--- src/rtl/census_pkg.sv ---
// Shared definitions for the census bit serializer: FSM state encoding and counter sizing.
package census_pkg;

    typedef enum logic [1:0] {
        IDLE  = 2'd0,
        SHIFT = 2'd1,
        FLUSH = 2'd2,
        DONE  = 2'd3
    } state_t;

    // Bits needed to hold a down-counter that starts at width and stops at zero
    function automatic int unsigned cnt_width(input int unsigned width);
        return $clog2(width + 1);
    endfunction

endpackage

--- src/rtl/census_bit_serializer_if.sv ---
// Pixel stream and shift-register feed bundle of the census bit serializer.
interface census_bit_serializer_if #(
    parameter int unsigned PIX_W = 8
);
    logic             i_START;
    logic [PIX_W-1:0] i_CENTER;
    logic [PIX_W-1:0] i_PIX;
    logic             i_PIX_VALID;
    logic             o_PIX_READY;
    logic             o_SR_SI;
    logic             o_SR_EN;
    logic             o_BUSY;
    logic             o_DONE;

    modport master (
        output i_START, i_CENTER, i_PIX, i_PIX_VALID,
        input  o_PIX_READY, o_SR_SI, o_SR_EN, o_BUSY, o_DONE
    );

    modport slave (
        input  i_START, i_CENTER, i_PIX, i_PIX_VALID,
        output o_PIX_READY, o_SR_SI, o_SR_EN, o_BUSY, o_DONE
    );
endinterface

--- src/rtl/census_compare.sv ---
// Combinational pixel-vs-centre census compare.
// CENSUS_TOL_EN: when defined, a pixel must be more than TOL levels darker than the
// centre to produce a 1 (noise dead-band); otherwise a plain unsigned less-than.
module census_compare
    import census_pkg::*;
#(
    parameter int unsigned PIX_W = 8,
    parameter int unsigned TOL   = 2
) (
    input  logic [PIX_W-1:0] pix,
    input  logic [PIX_W-1:0] center,
    output logic             bit_c
);

    localparam int unsigned SUM_W = PIX_W + 1;

    // TOL is a PIX_W-bit quantity
    if (TOL >= (1 << PIX_W)) begin : g_tol_range
        $error("census_compare: TOL does not fit in PIX_W bits");
    end

`ifdef CENSUS_TOL_EN
    // Sum kept one bit wider so pix + TOL never overflows
    assign bit_c = (SUM_W'(pix) + SUM_W'(TOL)) < SUM_W'(center);
`else
    assign bit_c = pix < center;
`endif

endmodule

--- src/rtl/census_bit_serializer.sv ---
// Census bit serializer: captures a centre pixel, accepts WIDTH neighbour pixels over a
// valid/ready stream and emits one census bit per accepted pixel to a downstream
// serial-in shift register, then pulses o_DONE when the word is complete there.
// Optional feature macro: CENSUS_TOL_EN (tolerance dead-band in the compare).
module census_bit_serializer
    import census_pkg::*;
#(
    parameter int unsigned WIDTH = 10,
    parameter int unsigned PIX_W = 8,
    parameter int unsigned TOL   = 2
) (
    input  logic                     i_CLK,
    input  logic                     i_RST,
    census_bit_serializer_if.slave   bus
);

    localparam int unsigned CNT_W = cnt_width(WIDTH);

    if (WIDTH < 2) begin : g_width_range
        $error("census_bit_serializer: WIDTH must be at least 2");
    end

    state_t           state;
    state_t           state_nxt;
    logic [CNT_W-1:0] count;
    logic [PIX_W-1:0] center;
    logic             sr_si;
    logic             sr_en;
    logic             ready_c;
    logic             busy_c;
    logic             done_c;
    logic             accept_c;
    logic             bit_c;

    census_compare #(
        .PIX_W (PIX_W),
        .TOL   (TOL)
    ) u_compare (
        .pix    (bus.i_PIX),
        .center (center),
        .bit_c  (bit_c)
    );

    // Counter guard keeps count from wrapping even if the FSM were ever out of step
    assign accept_c = bus.i_PIX_VALID & ready_c & (count != '0);

    // State register
    always_ff @(posedge i_CLK) begin
        if (i_RST) begin
            state <= IDLE;
        end else begin
            state <= state_nxt;
        end
    end

    // Next-state logic: one window per START, fixed FLUSH/DONE tail
    always_comb begin
        state_nxt = state;
        case (state)
            IDLE:    if (bus.i_START) state_nxt = SHIFT;
            SHIFT:   if (accept_c && (count == CNT_W'(1))) state_nxt = FLUSH;
            FLUSH:   state_nxt = DONE;
            DONE:    state_nxt = IDLE;
            default: state_nxt = IDLE;
        endcase
    end

    // Outputs decoded from the state register only
    always_comb begin
        ready_c = 1'b0;
        busy_c  = 1'b0;
        done_c  = 1'b0;
        case (state)
            IDLE:    ;
            SHIFT:   begin ready_c = 1'b1; busy_c = 1'b1; end
            FLUSH:   busy_c = 1'b1;
            DONE:    begin busy_c = 1'b1; done_c = 1'b1; end
            default: ;
        endcase
    end

    // Centre capture, remaining-pixel count and registered shift-register feed
    always_ff @(posedge i_CLK) begin
        if (i_RST) begin
            count  <= '0;
            center <= '0;
            sr_si  <= 1'b0;
            sr_en  <= 1'b0;
        end else begin
            sr_en <= accept_c;
            if ((state == IDLE) && bus.i_START) begin
                center <= bus.i_CENTER;
                count  <= CNT_W'(WIDTH);
            end
            if (accept_c) begin
                count <= count - CNT_W'(1);
                sr_si <= bit_c;
            end
        end
    end

    assign bus.o_PIX_READY = ready_c;
    assign bus.o_SR_SI     = sr_si;
    assign bus.o_SR_EN     = sr_en;
    assign bus.o_BUSY      = busy_c;
    assign bus.o_DONE      = done_c;

endmodule

--- src/flat_wrapper.sv ---
// flat-port wrapper written by rule: the top's interface ports become plain ports
module census_bit_serializer_flat import census_pkg::*;
#(
    parameter int unsigned WIDTH = 10,
    parameter int unsigned PIX_W = 8,
    parameter int unsigned TOL   = 2
)
  (i_CLK, i_RST, bus_i_START, bus_i_CENTER, bus_i_PIX, bus_i_PIX_VALID, bus_o_PIX_READY, bus_o_SR_SI, bus_o_SR_EN, bus_o_BUSY, bus_o_DONE);
  census_bit_serializer_if #(.PIX_W(PIX_W)) bus_i ();
  input  logic i_CLK;
  input  logic i_RST;
  input wire logic [$bits(bus_i.i_START)-1:0] bus_i_START;
  input wire logic [$bits(bus_i.i_CENTER)-1:0] bus_i_CENTER;
  input wire logic [$bits(bus_i.i_PIX)-1:0] bus_i_PIX;
  input wire logic [$bits(bus_i.i_PIX_VALID)-1:0] bus_i_PIX_VALID;
  output wire logic [$bits(bus_i.o_PIX_READY)-1:0] bus_o_PIX_READY;
  output wire logic [$bits(bus_i.o_SR_SI)-1:0] bus_o_SR_SI;
  output wire logic [$bits(bus_i.o_SR_EN)-1:0] bus_o_SR_EN;
  output wire logic [$bits(bus_i.o_BUSY)-1:0] bus_o_BUSY;
  output wire logic [$bits(bus_i.o_DONE)-1:0] bus_o_DONE;
  assign bus_i.i_START = bus_i_START;
  assign bus_i.i_CENTER = bus_i_CENTER;
  assign bus_i.i_PIX = bus_i_PIX;
  assign bus_i.i_PIX_VALID = bus_i_PIX_VALID;
  assign bus_o_PIX_READY = bus_i.o_PIX_READY;
  assign bus_o_SR_SI = bus_i.o_SR_SI;
  assign bus_o_SR_EN = bus_i.o_SR_EN;
  assign bus_o_BUSY = bus_i.o_BUSY;
  assign bus_o_DONE = bus_i.o_DONE;
  census_bit_serializer #(.WIDTH(WIDTH), .PIX_W(PIX_W), .TOL(TOL)) u_core (.i_CLK(i_CLK), .i_RST(i_RST), .bus(bus_i));
endmodule
--- config.mk ---
export PLATFORM = sky130hd
export DESIGN_NAME = census_bit_serializer_flat
export DESIGN_NICKNAME = d
export VERILOG_FILES = /design/src/rtl/census_pkg.sv /design/src/rtl/census_bit_serializer_if.sv /design/src/rtl/census_compare.sv /design/src/rtl/census_bit_serializer.sv /design/src/flat_wrapper.sv
export SDC_FILE = /design/constraint.sdc
export NUM_CORES = 1
export LEC_CHECK = 0
export BUFFER_PORTS_ARGS = -buffer_cell sky130_fd_sc_hd__buf_2
export CAP_MARGIN = 20
export CORE_MARGIN = 3
export CORE_UTILIZATION = 54
export CTS_BUF_LIST = sky130_fd_sc_hd__clkbuf_4
export CTS_CLUSTER_SIZE = 40
export DETAILED_ROUTE_END_ITERATION = 6
export GPL_TIMING_DRIVEN = 0
export PLACE_DENSITY_LB_ADDON = 0.2
export SLEW_MARGIN = 20
export SYNTH_ARGS = -nofsm -noshare
export SYNTH_HDL_FRONTEND = slang
export SYNTH_HIERARCHICAL = 1
export SYNTH_SLANG_ARGS = --single-unit
--- constraint.sdc ---
create_clock -name i_CLK -period 2.1 [get_ports i_CLK]
set_clock_uncertainty 0.1 [all_clocks]
set_input_delay 0 -clock i_CLK [delete_from_list [all_inputs] [get_ports i_CLK]]
set_output_delay 0 -clock i_CLK [all_outputs]
set_load 0.005 [all_outputs]
==> run metrics <==
sw frac=39.4%; Placer Congestion=0.828; Power, Total=1.08 mW; Compound-Gate Fraction of Synth Area=16.4%; Slew @ Worst Pin=519 ps; Starting DRT DRC Count=13; post-route ant nets=0; initial antenna violation count=0; Clock Latency Late Sink=280 ps; highest metal used=met4; die area=2320 µm²; layout cell share with drive strength beyond 1=19.0%; Die W=48.2 µm; post-synthesis average cell area=8.20 µm²; Synth Cell Area=960 µm²; Cell Int Power=0.656 mW; met2 wire length=1020 µm; first-pass GRT wire length=3290 µm; most frequent cells in the layout=24 x buf_2, 20 x nand2_1, 16 x dfxtp_1; sequential-to-total area share from yosys stat=33.4%; ys async rst share=0%; Worst-path clk slew=90 ps; mux cell area share after synthesis=2.09%; met1 wire length=984 µm; CORE AREA=1590 µm²; CTS tree=built; fin crit share=83.7%; unrepaired setup endpoints after global routing=false; ANT cells=0; number of synthesized flops with an enable pin=0; Die Span Y=48.2 µm; vias per cell=5.15; CP max stage cell=a221oi_1; CTS buffer count=3; VDD IR-drop max=0.624 mV; Remaining DRCs=0; WHS=68.5 ps; setup TNS=0 ps; Clock Tree Buf Depth=2; post-route cell area=1230 µm²; Hold Vio Cnt, Final=0; Switch Pwr=0.427 mW; Power Density=882 nW/µm²; Synth Net Count=152; Resized cells post-CTS=0; Area after DPL=1100 µm²; wire per inst=11.8 µm; Crit path largest cell delay=480 ps; adder and majority gate portion of the synthesized area=19.6%; clock power share=14.4%; # IOs=25; Root Buffer=clkbuf_4; Crit Path Category=register to register; final core utilization=77.0%; WP data arrival=1870 ps; fin crit period=1760 ps; vias in the first global route=836; Synth-to-Final Area Change=27.9%; Yosys cell types=31; Max-Slew Margin vs Limit=65.4%; HP Class=input port to register; fillcell total=126; grt ovf=0; predominant post-synthesis flop cell=dfxtp_1; max-cap violations=0; P_leak=0.541 nW; pin count of the biggest net entering global routing=11; status=finished clean; Post-Synth Simple-Gate Area=21.4%; drt pass-1 iters=4; CP cell instances=inv_1 > ha_1 > nand3b_1 > a221oi_1 > mux2i_1; crit end category=register; fin. max-slew vios=0; CP Data Required Time=2210 ps; gr usage total=20.4%; vias=912; XOR/XNOR share of the synthesized area=0%; clock sinks=16; Sequential Power Share=38.9%; Cell Rows=14; H-tree depth=1; met3 wire length=84 µm; Combinational Power Share=46.7%; Initial Util=60.2%; # setup viols final=0; Syn. warnings=6; #FFs+latches synth=16; Worst Path Max Fanout=4; NumNets Final=190; dpl hpwl=1530 µm; main combinational cell family by area after synthesis=simple AND/OR/NAND/NOR gates; startpoint types=register; Post-Synthesis Cells=117; I/O Buffers=23; Post-Route WL=2100 µm; Max Fclk=569 MHz; commonest non-fill, non-tap cell in the layout=buf_2
-- path summary, 6_finish.rpt --
check | startpoint | endpoint | slack (ps) | depth (start not counted)
setup / recovery | u_core/count[0] | u_core/state[1] | 340 | 5
hold / removal | bus_i_START | u_core/state[0] | 70 | 4
setup reg to reg | u_core/count[0] | u_core/state[1] | 340 | 5
hold reg to reg | u_core/center[1] | u_core/center[1] | 360 | 2
-- worst max-delay path, delay by kind of cell, from the launching register on --
family                     cells  cell delay [ps]
muxes                          1              230
buffers and inverters          1              100
and+or+nand+nor                1              170
adders and majority gates      1              220
AOI/OAI and AO/OA              1              480
DFF                            1              390
-- cell usage after synthesis, drive strengths merged (3+ instances only) --
master | instances | area [µm²]
nand2 | 20 | 75.1
dfxtp | 16 | 320
ha | 15 | 188
inv | 13 | 48.8
a21oi | 12 | 60.1
clkbuf | 4 | 15.0
a211oi | 3 | 27.5
nand2b | 3 | 18.8
nand3 | 3 | 15.0
o21ai | 3 | 15.0
-- stage by stage --
step | setup slack [ps] | instances
5_1_grt | 212 | 177
3_5_place_dp | 372 | 164
4_1_cts | 346 | 177
6_report | 343 | 177
2_1_floorplan | 562 | 117
3_3_place_gp | 419 | 164
-- sequential cells by signal, indices dropped and copies added, names as in the netlist --
name,flops
u_core/count,4
u_core/state,2
u_core/bus.o_SR_EN,1
u_core/bus.o_SR_SI,1
u_core/center,8
-- final cells by class --
type	count	area (µm²)	share of cell area (%)
plain buffers	5	20.0	1.63
well taps	24	30.0	2.45
repair buffers	33	215	17.5
multi-input cells	83	571	46.5
flip-flops and latches	16	320	26.1
clock buffers	3	22.5	1.83
inverters	13	48.8	3.98
-- per-layer routing --
layer	up-vias	global-route usage, %
met5	-	0
met4	0	9.14
met3	2	5.54
met2	21	35.9
met1	414	22.5
li1	475	-
-- repair_timing --
| action | CTS | global route |
|---|---|---|
| hold endpoints to repair | 10 | 0 |
| hold buffers | 10 | 0 |
| buffers inserted | 0 | 0 |
| setup endpoints to repair | 0 | 0 |
-- power by group through the flow --
stage	logic, mW	clock network [mW]	registers (mW)
after global routing	0.581	0.179	0.429
after CTS	0.507	0.165	0.420
after global placement	0.470	0	0.423
final	0.505	0.156	0.421
after detailed placement	0.488	0	0.428
after floorplan	0.362	0	0.414
-- kinds of logic (layout without fill, tap and decap cells) --
kind of cell	count (synthesis)	in the layout
AND/OR/NAND/NOR	41	41
AO/OA/AOI/OAI	25	25
buffers and inverters	18	54
adder cells (fa/ha/maj)	15	15
multiplexers	2	2
flip-flops	16	16
No activity file was read; power rests on OpenSTA's default activity.
